[config.mk]
export PLATFORM = sky130hd
export DESIGN_NAME = jive_pbus_master
export DESIGN_NICKNAME = d
export VERILOG_FILES = /design/src/rtl/jive_pbus_pkg.sv /design/src/rtl/jive_pbus_tmo.sv /design/src/rtl/jive_pbus_master.sv
export SDC_FILE = /design/constraint.sdc
export NUM_CORES = 1
export LEC_CHECK = 0
export BUFFER_PORTS_ARGS = -buffer_cell sky130_fd_sc_hd__buf_4
export CORE_MARGIN = 1.5
export CORE_UTILIZATION = 45
export DETAILED_ROUTE_END_ITERATION = 8
export GPL_TIMING_DRIVEN = 0
export PLACE_DENSITY = 0.89
export SYNTH_ARGS = -nofsm -noshare
export SYNTH_HDL_FRONTEND = slang
export SYNTH_SLANG_ARGS = --single-unit
[constraint.sdc]
create_clock -name clk -period 3.3 [get_ports clk]
set_input_delay 0.66 -clock clk [delete_from_list [all_inputs] [get_ports clk]]
set_output_delay 0.66 -clock clk [all_outputs]
set_load 0.005 [all_outputs]
[src/rtl/jive_pbus_pkg.sv]
// Shared types and constants for the JiVe peripheral bus.
// State encoding, bus widths and timer peripheral addresses.
package jive_pbus_pkg;

  typedef enum logic [1:0] {
    ST_IDLE   = 2'd0,
    ST_ACCESS = 2'd1,
    ST_TURN   = 2'd2
  } state_t;

  localparam int ADDR_HI = 15;
  localparam int ADDR_LO = 2;
  localparam int DATA_W  = 32;
  localparam int BE_W    = 4;

  typedef logic [ADDR_HI:ADDR_LO] waddr_t;
  typedef logic [DATA_W-1:0]      data_t;
  typedef logic [BE_W-1:0]        be_t;

  localparam logic [15:0] MTIMECMP_LO_A = 16'h4000;
  localparam logic [15:0] MTIMECMP_HI_A = 16'h4004;
  localparam logic [15:0] MTIME_LO_A    = 16'hC000;
  localparam logic [15:0] MTIME_HI_A    = 16'hC004;

  function automatic waddr_t word_of(input logic [15:0] a);
    return waddr_t'(a >> 2);
  endfunction

endpackage

[src/rtl/jive_pbus_tmo.sv]
// Access timeout counter: cleared on accept, counts idle ACCESS cycles.
// Ports: clk, rst, clr, inc; expired is high once TMO_CYC-1 is reached.
module jive_pbus_tmo #(
  parameter int TMO_W   = 8,
  parameter int TMO_CYC = 255
) (
  input  logic clk,
  input  logic rst,
  input  logic clr,
  input  logic inc,
  output logic expired
);

  localparam logic [TMO_W-1:0] LAST = TMO_W'(TMO_CYC - 1);

  logic [TMO_W-1:0] cnt;

  assign expired = (cnt == LAST);

  // Holds at LAST so the count never wraps.
  always_ff @(posedge clk or posedge rst) begin
    if (rst) begin
      cnt <= '0;
    end else if (clr) begin
      cnt <= '0;
    end else if (inc && !expired) begin
      cnt <= cnt + 1'b1;
    end
  end

endmodule

[src/rtl/jive_pbus_master.sv]
// JiVe peripheral bus initiator: one access at a time, turnaround, timeout.
// Ports: req_* core request, resp_* completion pulse, csel/rden/wren/addr/
// bena/wdata/rdata/dtack bus side. Timeout present with JIVE_PBUS_TMO_EN.
module jive_pbus_master
  import jive_pbus_pkg::*;
#(
  parameter int TMO_W   = 8,
  parameter int TMO_CYC = 255
) (
  input  logic   rst,
  input  logic   clk,
  input  logic   req_vld,
  output logic   req_rdy,
  input  logic   req_we,
  input  waddr_t req_addr,
  input  be_t    req_be,
  input  data_t  req_wdata,
  output logic   resp_vld,
  output data_t  resp_rdata,
  output logic   resp_err,
  output logic   csel,
  output logic   rden,
  output logic   wren,
  output waddr_t addr,
  output be_t    bena,
  output data_t  wdata,
  input  data_t  rdata,
  input  logic   dtack
);

  state_t state_q;
  state_t state_d;

  logic  tmo_exp;
  logic  accept;
  logic  ack;
  logic  expire;
  logic  csel_d;
  logic  rden_d;
  logic  wren_d;
  logic  resp_vld_d;
  data_t rdata_d;

  assign req_rdy = (state_q == ST_IDLE);
  assign accept  = req_rdy && req_vld;
  assign ack     = (state_q == ST_ACCESS) && dtack;
  // dtack in the expiry cycle wins over the timeout.
  assign expire  = (state_q == ST_ACCESS) && !dtack && tmo_exp;

`ifdef JIVE_PBUS_TMO_EN
  jive_pbus_tmo #(
    .TMO_W  (TMO_W),
    .TMO_CYC(TMO_CYC)
  ) u_tmo (
    .clk    (clk),
    .rst    (rst),
    .clr    (accept),
    .inc    ((state_q == ST_ACCESS) && !dtack),
    .expired(tmo_exp)
  );

  always_ff @(posedge clk or posedge rst) begin
    if (rst) begin
      resp_err <= 1'b0;
    end else begin
      resp_err <= expire;
    end
  end
`else
  logic unused_tmo_cfg;
  assign unused_tmo_cfg = (TMO_W > 0) ^ (TMO_CYC > 0);
  assign tmo_exp  = 1'b0;
  assign resp_err = 1'b0;
`endif

  always_ff @(posedge clk or posedge rst) begin
    if (rst) begin
      state_q <= ST_IDLE;
    end else begin
      state_q <= state_d;
    end
  end

  always_comb begin
    state_d = state_q;
    unique case (state_q)
      ST_IDLE:   if (req_vld) state_d = ST_ACCESS;
      ST_ACCESS: if (dtack || tmo_exp) state_d = ST_TURN;
      ST_TURN:   state_d = ST_IDLE;
      default:   state_d = ST_IDLE;
    endcase
  end

  always_comb begin
    csel_d     = csel;
    rden_d     = rden;
    wren_d     = wren;
    resp_vld_d = 1'b0;
    rdata_d    = resp_rdata;
    unique case (1'b1)
      accept: begin
        csel_d = 1'b1;
        rden_d = !req_we;
        wren_d = req_we;
      end
      ack: begin
        csel_d     = 1'b0;
        rden_d     = 1'b0;
        wren_d     = 1'b0;
        resp_vld_d = 1'b1;
        rdata_d    = rden ? rdata : '0;
      end
      expire: begin
        csel_d     = 1'b0;
        rden_d     = 1'b0;
        wren_d     = 1'b0;
        resp_vld_d = 1'b1;
        rdata_d    = '0;
      end
      default: ;
    endcase
  end

  always_ff @(posedge clk or posedge rst) begin
    if (rst) begin
      csel       <= 1'b0;
      rden       <= 1'b0;
      wren       <= 1'b0;
      addr       <= '0;
      bena       <= '0;
      wdata      <= '0;
      resp_vld   <= 1'b0;
      resp_rdata <= '0;
    end else begin
      csel       <= csel_d;
      rden       <= rden_d;
      wren       <= wren_d;
      resp_vld   <= resp_vld_d;
      resp_rdata <= rdata_d;
      if (accept) begin
        addr  <= req_addr;
        bena  <= req_be;
        wdata <= req_wdata;
      end
    end
  end

endmodule
# == Word level (Yosys, flattened, before mapping) ==
# Cells that the tools add are included.
# op_classes
n_addsub,0
multipliers,0
div_mod_pow,0
order_cmp,0
eq_ne,3
shifts,0
mux,8
bitwise,0
reduce_logical,6
# op_table
cell,n
32-bit two-way mux,1
1-bit one-hot mux with 2 select lines,3
2-bit two-way mux,2
"2-bit inequality test, second input constant",2
2-bit one-hot mux with 2 select lines,1
"2-bit by 1-bit equality test with 1-bit output, second input constant",1
1-bit logical AND,2
2-bit logical NOT,1
2-bit AND reduction,1
2-bit nonzero test,1
1-bit logical NOT,1
1-bit two-way mux,1
# word_totals
ff_bits,88
latch_bits,0
mem_bits_rw,0
mem_bits_ro,0
inputBits,87
output_inout_bits,88
memories,0

# == Logic depth before layout (Yosys ltp) ==
# logic_depth
word_depth,3
depth_mapped,5

# == Least setup slack after synthesis ==
# No wires, ideal clock.
# synth_timing
path_kind,input port to flip-flop
from,in req_vld
to,reg wdata[15]
setup_time_ns,0.125
arrival_ns,1.409
t_required_ns,3.175
path_slack_ns,1.766
stages,4
cell_sequence,nand2b_4 -> nor2_4 -> buf_12 -> mux2_2
# synth_between
elab_chain_cells,1
# synth_rtl
element,line,rtl
start: declaration,jive_pbus_master.sv:12,"input logic req_vld,"
1-bit logical AND,jive_pbus_master.sv:45,assign accept = req_rdy && req_vld;
end signal: assignment,jive_pbus_master.sv:143,wdata <= req_wdata;
end: declaration,jive_pbus_master.sv:26,"output data_t wdata,"
# Every way passes these cells.
# A chain may end at the register's enable or synchronous reset.

# == Worst setup path in the final report ==
# layout_timing
from,reg state_q[0]
to,out req_rdy
# layout_between
elab_chain_cells,1
# layout_rtl
element,line,rtl
start: declaration,jive_pbus_master.sv:31,state_t state_q;
start signal: assignment,jive_pbus_master.sv:80,state_q <= state_d;
2-bit logical NOT,jive_pbus_master.sv:44,assign req_rdy = (state_q == ST_IDLE);
end: declaration,jive_pbus_master.sv:13,"output logic req_rdy,"
# Every way passes these cells.

==> reports/results.ini <==
[floorplanning]
core_region_area_mm2=0.00737
dieHeight_um=90.7
floorplan.initialDensity_pct=47.0
placementRows=31
pin_count=175
fp.dieArea_mm2=0.00823
die_wd_um=90.7

[global_route]
grt_antenna_before_repair=0
via_count_of_the_first_global_routing_pass=2795
grt_first_pass_wirelength_um=13500
grtUsageTotal_pct=20.7
overflow=0
grt_max_degree=59

[synth]
most_frequently_used_flop_master_after_synthesis=sky130_fd_sc_hd__dfrtp_1
synth.avg_cell_area_um2=12.6
synthTopCellsByArea=sky130_fd_sc_hd__dfrtp_1 64%, sky130_fd_sc_hd__mux2_2 15%, sky130_fd_sc_hd__nand2_1 7.2%
synth_top_family_by_area=multiplexers
count_of_unique_library_cells_instantiated_by_yosys=22
synth-edff-count=0
synth-compound-area-share_pct=5.89
muxShareOfSynthArea_pct=16.7
synth-seq-area-share_pct=63.6
mappedNetlistArea_mm2=0.00346
synth_fp_nets=363
postSynth.asyncResetShare_pct=100
synth_top_area_share_pct=63.6
synth-simple-area-share_pct=9.14
synth-xor-area-share_pct=0
yosys_warnings=0
synth_top_cell_by_area=sky130_fd_sc_hd__dfrtp_1
yosys_register_bits=88
synthCells=276
share_of_synthesized_cell_area_in_full_adder_half_adder_and_majority_cells_pct=0

[critical_path]
worst_ep_arrival_time_ps=1100
timing.critical_path.to_type=primary output
setup.worst_path.start_class=flop
worst-endpoint-required_ps=2640
timing.critical_path.cells=nor2_1, buf_4
critical-path-max-stage-delay_ps=540
timing_worst_setup_path_type=reg -> out
startpoint=state_q[0]
critical-path-slowest-cell=sky130_fd_sc_hd__dfrtp_1
timing.rr.start=state_q[1]
critical_path.max_fanout=8
setup.reg_to_reg.worst_slack_ps=1730

[sta]
hold_viol=0
clock-skew-final_ps=8.10
postLayoutSetupSlackWorst_ps=1540
final_max_slew_viol_count=0
rsz0062_at_grt=no
post-route-min-period_ps=1770
min_period_over_period_pct=53.5
timing.fmax_mhz=567
setup-violations-final=0

[place]
pre_cts_ws_ps=1490
postPlaceCellArea_mm2=0.00492
place.port_buffers=173
place_congestion=0.812
detailedPlacementHpwl_um=6260

[detailed_routing]
detail-route-antenna-nets=0
drt_iter0_markers=50
dr_top_layer=met4
route.vias.total=2686
vias_per_cell=4.76
wl_met2_um=4070
detail_route.first_pass.iterations=4
m1WireLength_um=3160
drcViolationCount=0
routed-wl-met3_um=746
routed_wire_length_per_instance_um=14.4
wirelength_um=8110

[layout]
layout.cells.most_common_list=174 x sky130_fd_sc_hd__buf_4, 88 x sky130_fd_sc_hd__dfrtp_1, 66 x sky130_fd_sc_hd__nand2_1, 46 x sky130_fd_sc_hd__mux2_2, 34 x sky130_fd_sc_hd__o21ai_0
mostFrequentLayoutCell=sky130_fd_sc_hd__buf_4
post-route-cell-area_mm2=0.00509
syn_to_final_growth_pct=46.9
total_nets_final=548
antennaDiodeCount=0
layout-drive-gt1-share_pct=54.6

[clocking]
cts_tree=done
clkSlewWorstSetupHoldPaths_ps=80
ctsLongestPathBuffers=2
cts_hold_buffers=0
ctsResizeCount=0
root_buffer=sky130_fd_sc_hd__clkbuf_8
cts_made_buffers=9
tritoncts_num_sinks=88
htree_num_levels=3
clkLatencyLatePin_ps=340
cts.repair_timing.setup_buffer_count=0

[min_path]
min_path_type=in -> async

[flow_run]
drv.max_cap_violation_count=0

[pwr]
cellLeakagePower_nw=2.51
fin_total_pwr_mw=3.78
powerDensity_mw_per_mm2=743
irDropWorstVdd_uv=379

[run_status]
outcome=completed

final timing paths:
kind | to | cells past startpoint
worst max register to register | wdata[5] | 4
min in group clk | resp_rdata[5] | 2
worst min-delay path | wdata[21] | 2
worst max-delay path | req_rdy | 2
worst min register to register | resp_rdata[5] | 2
max in group asynchronous | resp_vld | 3
flip-flops by register name, indices dropped and copies added, names as in the netlist:
register	cells
state_q	2
rden	1
addr	14
wren	1
resp_rdata	32
bena	4
resp_vld	1
wdata	32
csel	1
synth_stat cells, drive strengths merged, types with 2 or more instances:
| master | number |
|---|---|
| dfrtp | 88 |
| nand2 | 66 |
| mux2 | 50 |
| o21ai | 37 |
| buf | 11 |
| clkbuf | 6 |
| inv | 5 |
| nor2 | 4 |
| a21oi | 2 |
| nor2b | 2 |
worst max-delay path: cells and delay by family (launching register included):
kind,cells,cell delay [ps]
flops,1,540
buf+inv,1,150
simple gates,1,90
stage by stage:
| stage | setup TNS (ps) | cells | hold slack (ps) | utilization (%) |
|---|---|---|---|---|
| after floorplan | 0 | 276 | 470 | - |
| after global placement | -44960 | 548 | 464 | 66.3 |
| after detailed placement | 0 | 549 | 472 | 66.7 |
| after CTS | 0 | 564 | 314 | 69.1 |
| after global routing | 0 | 564 | 339 | 69.1 |
| final | 0 | 564 | 316 | 69.1 |
power breakdown:
group	internal, mW	switching, mW
logic	0.882	0.543
clock network	0.309	0.340
registers	1.48	0.230
routing by layer:
metal | global-route usage, % | up-vias
li1 | - | 1280
met1 | 23.8 | 1271
met2 | 35.9 | 122
met3 | 6.65 | 13
met4 | 7.28 | 0
met5 | 0 | -
cell families (layout without fill, tap and decap cells):
logic type / after synthesis / in the layout
flip-flops: 88 / 88
AND/OR/NAND/NOR: 75 / 75
multiplexers: 50 / 50
AO/OA/AOI/OAI: 40 / 40
buffers and inverters: 22 / 211
other: 1 / 1
area by class of cell:
| type | count | area, µm² |
|---|---|---|
| Buffer | 17 | 141 |
| Clock buffer | 12 | 155 |
| Clock inverter | 3 | 17.5 |
| Fill cell | 549 | 2280 |
| Inverter | 5 | 21.3 |
| Multi-Input combinational cell | 166 | 1100 |
| Sequential cell | 88 | 2200 |
| Tap cell | 99 | 124 |
| Timing Repair Buffer | 174 | 1330 |
Note: power is estimated with default switching activity, not from simulation.
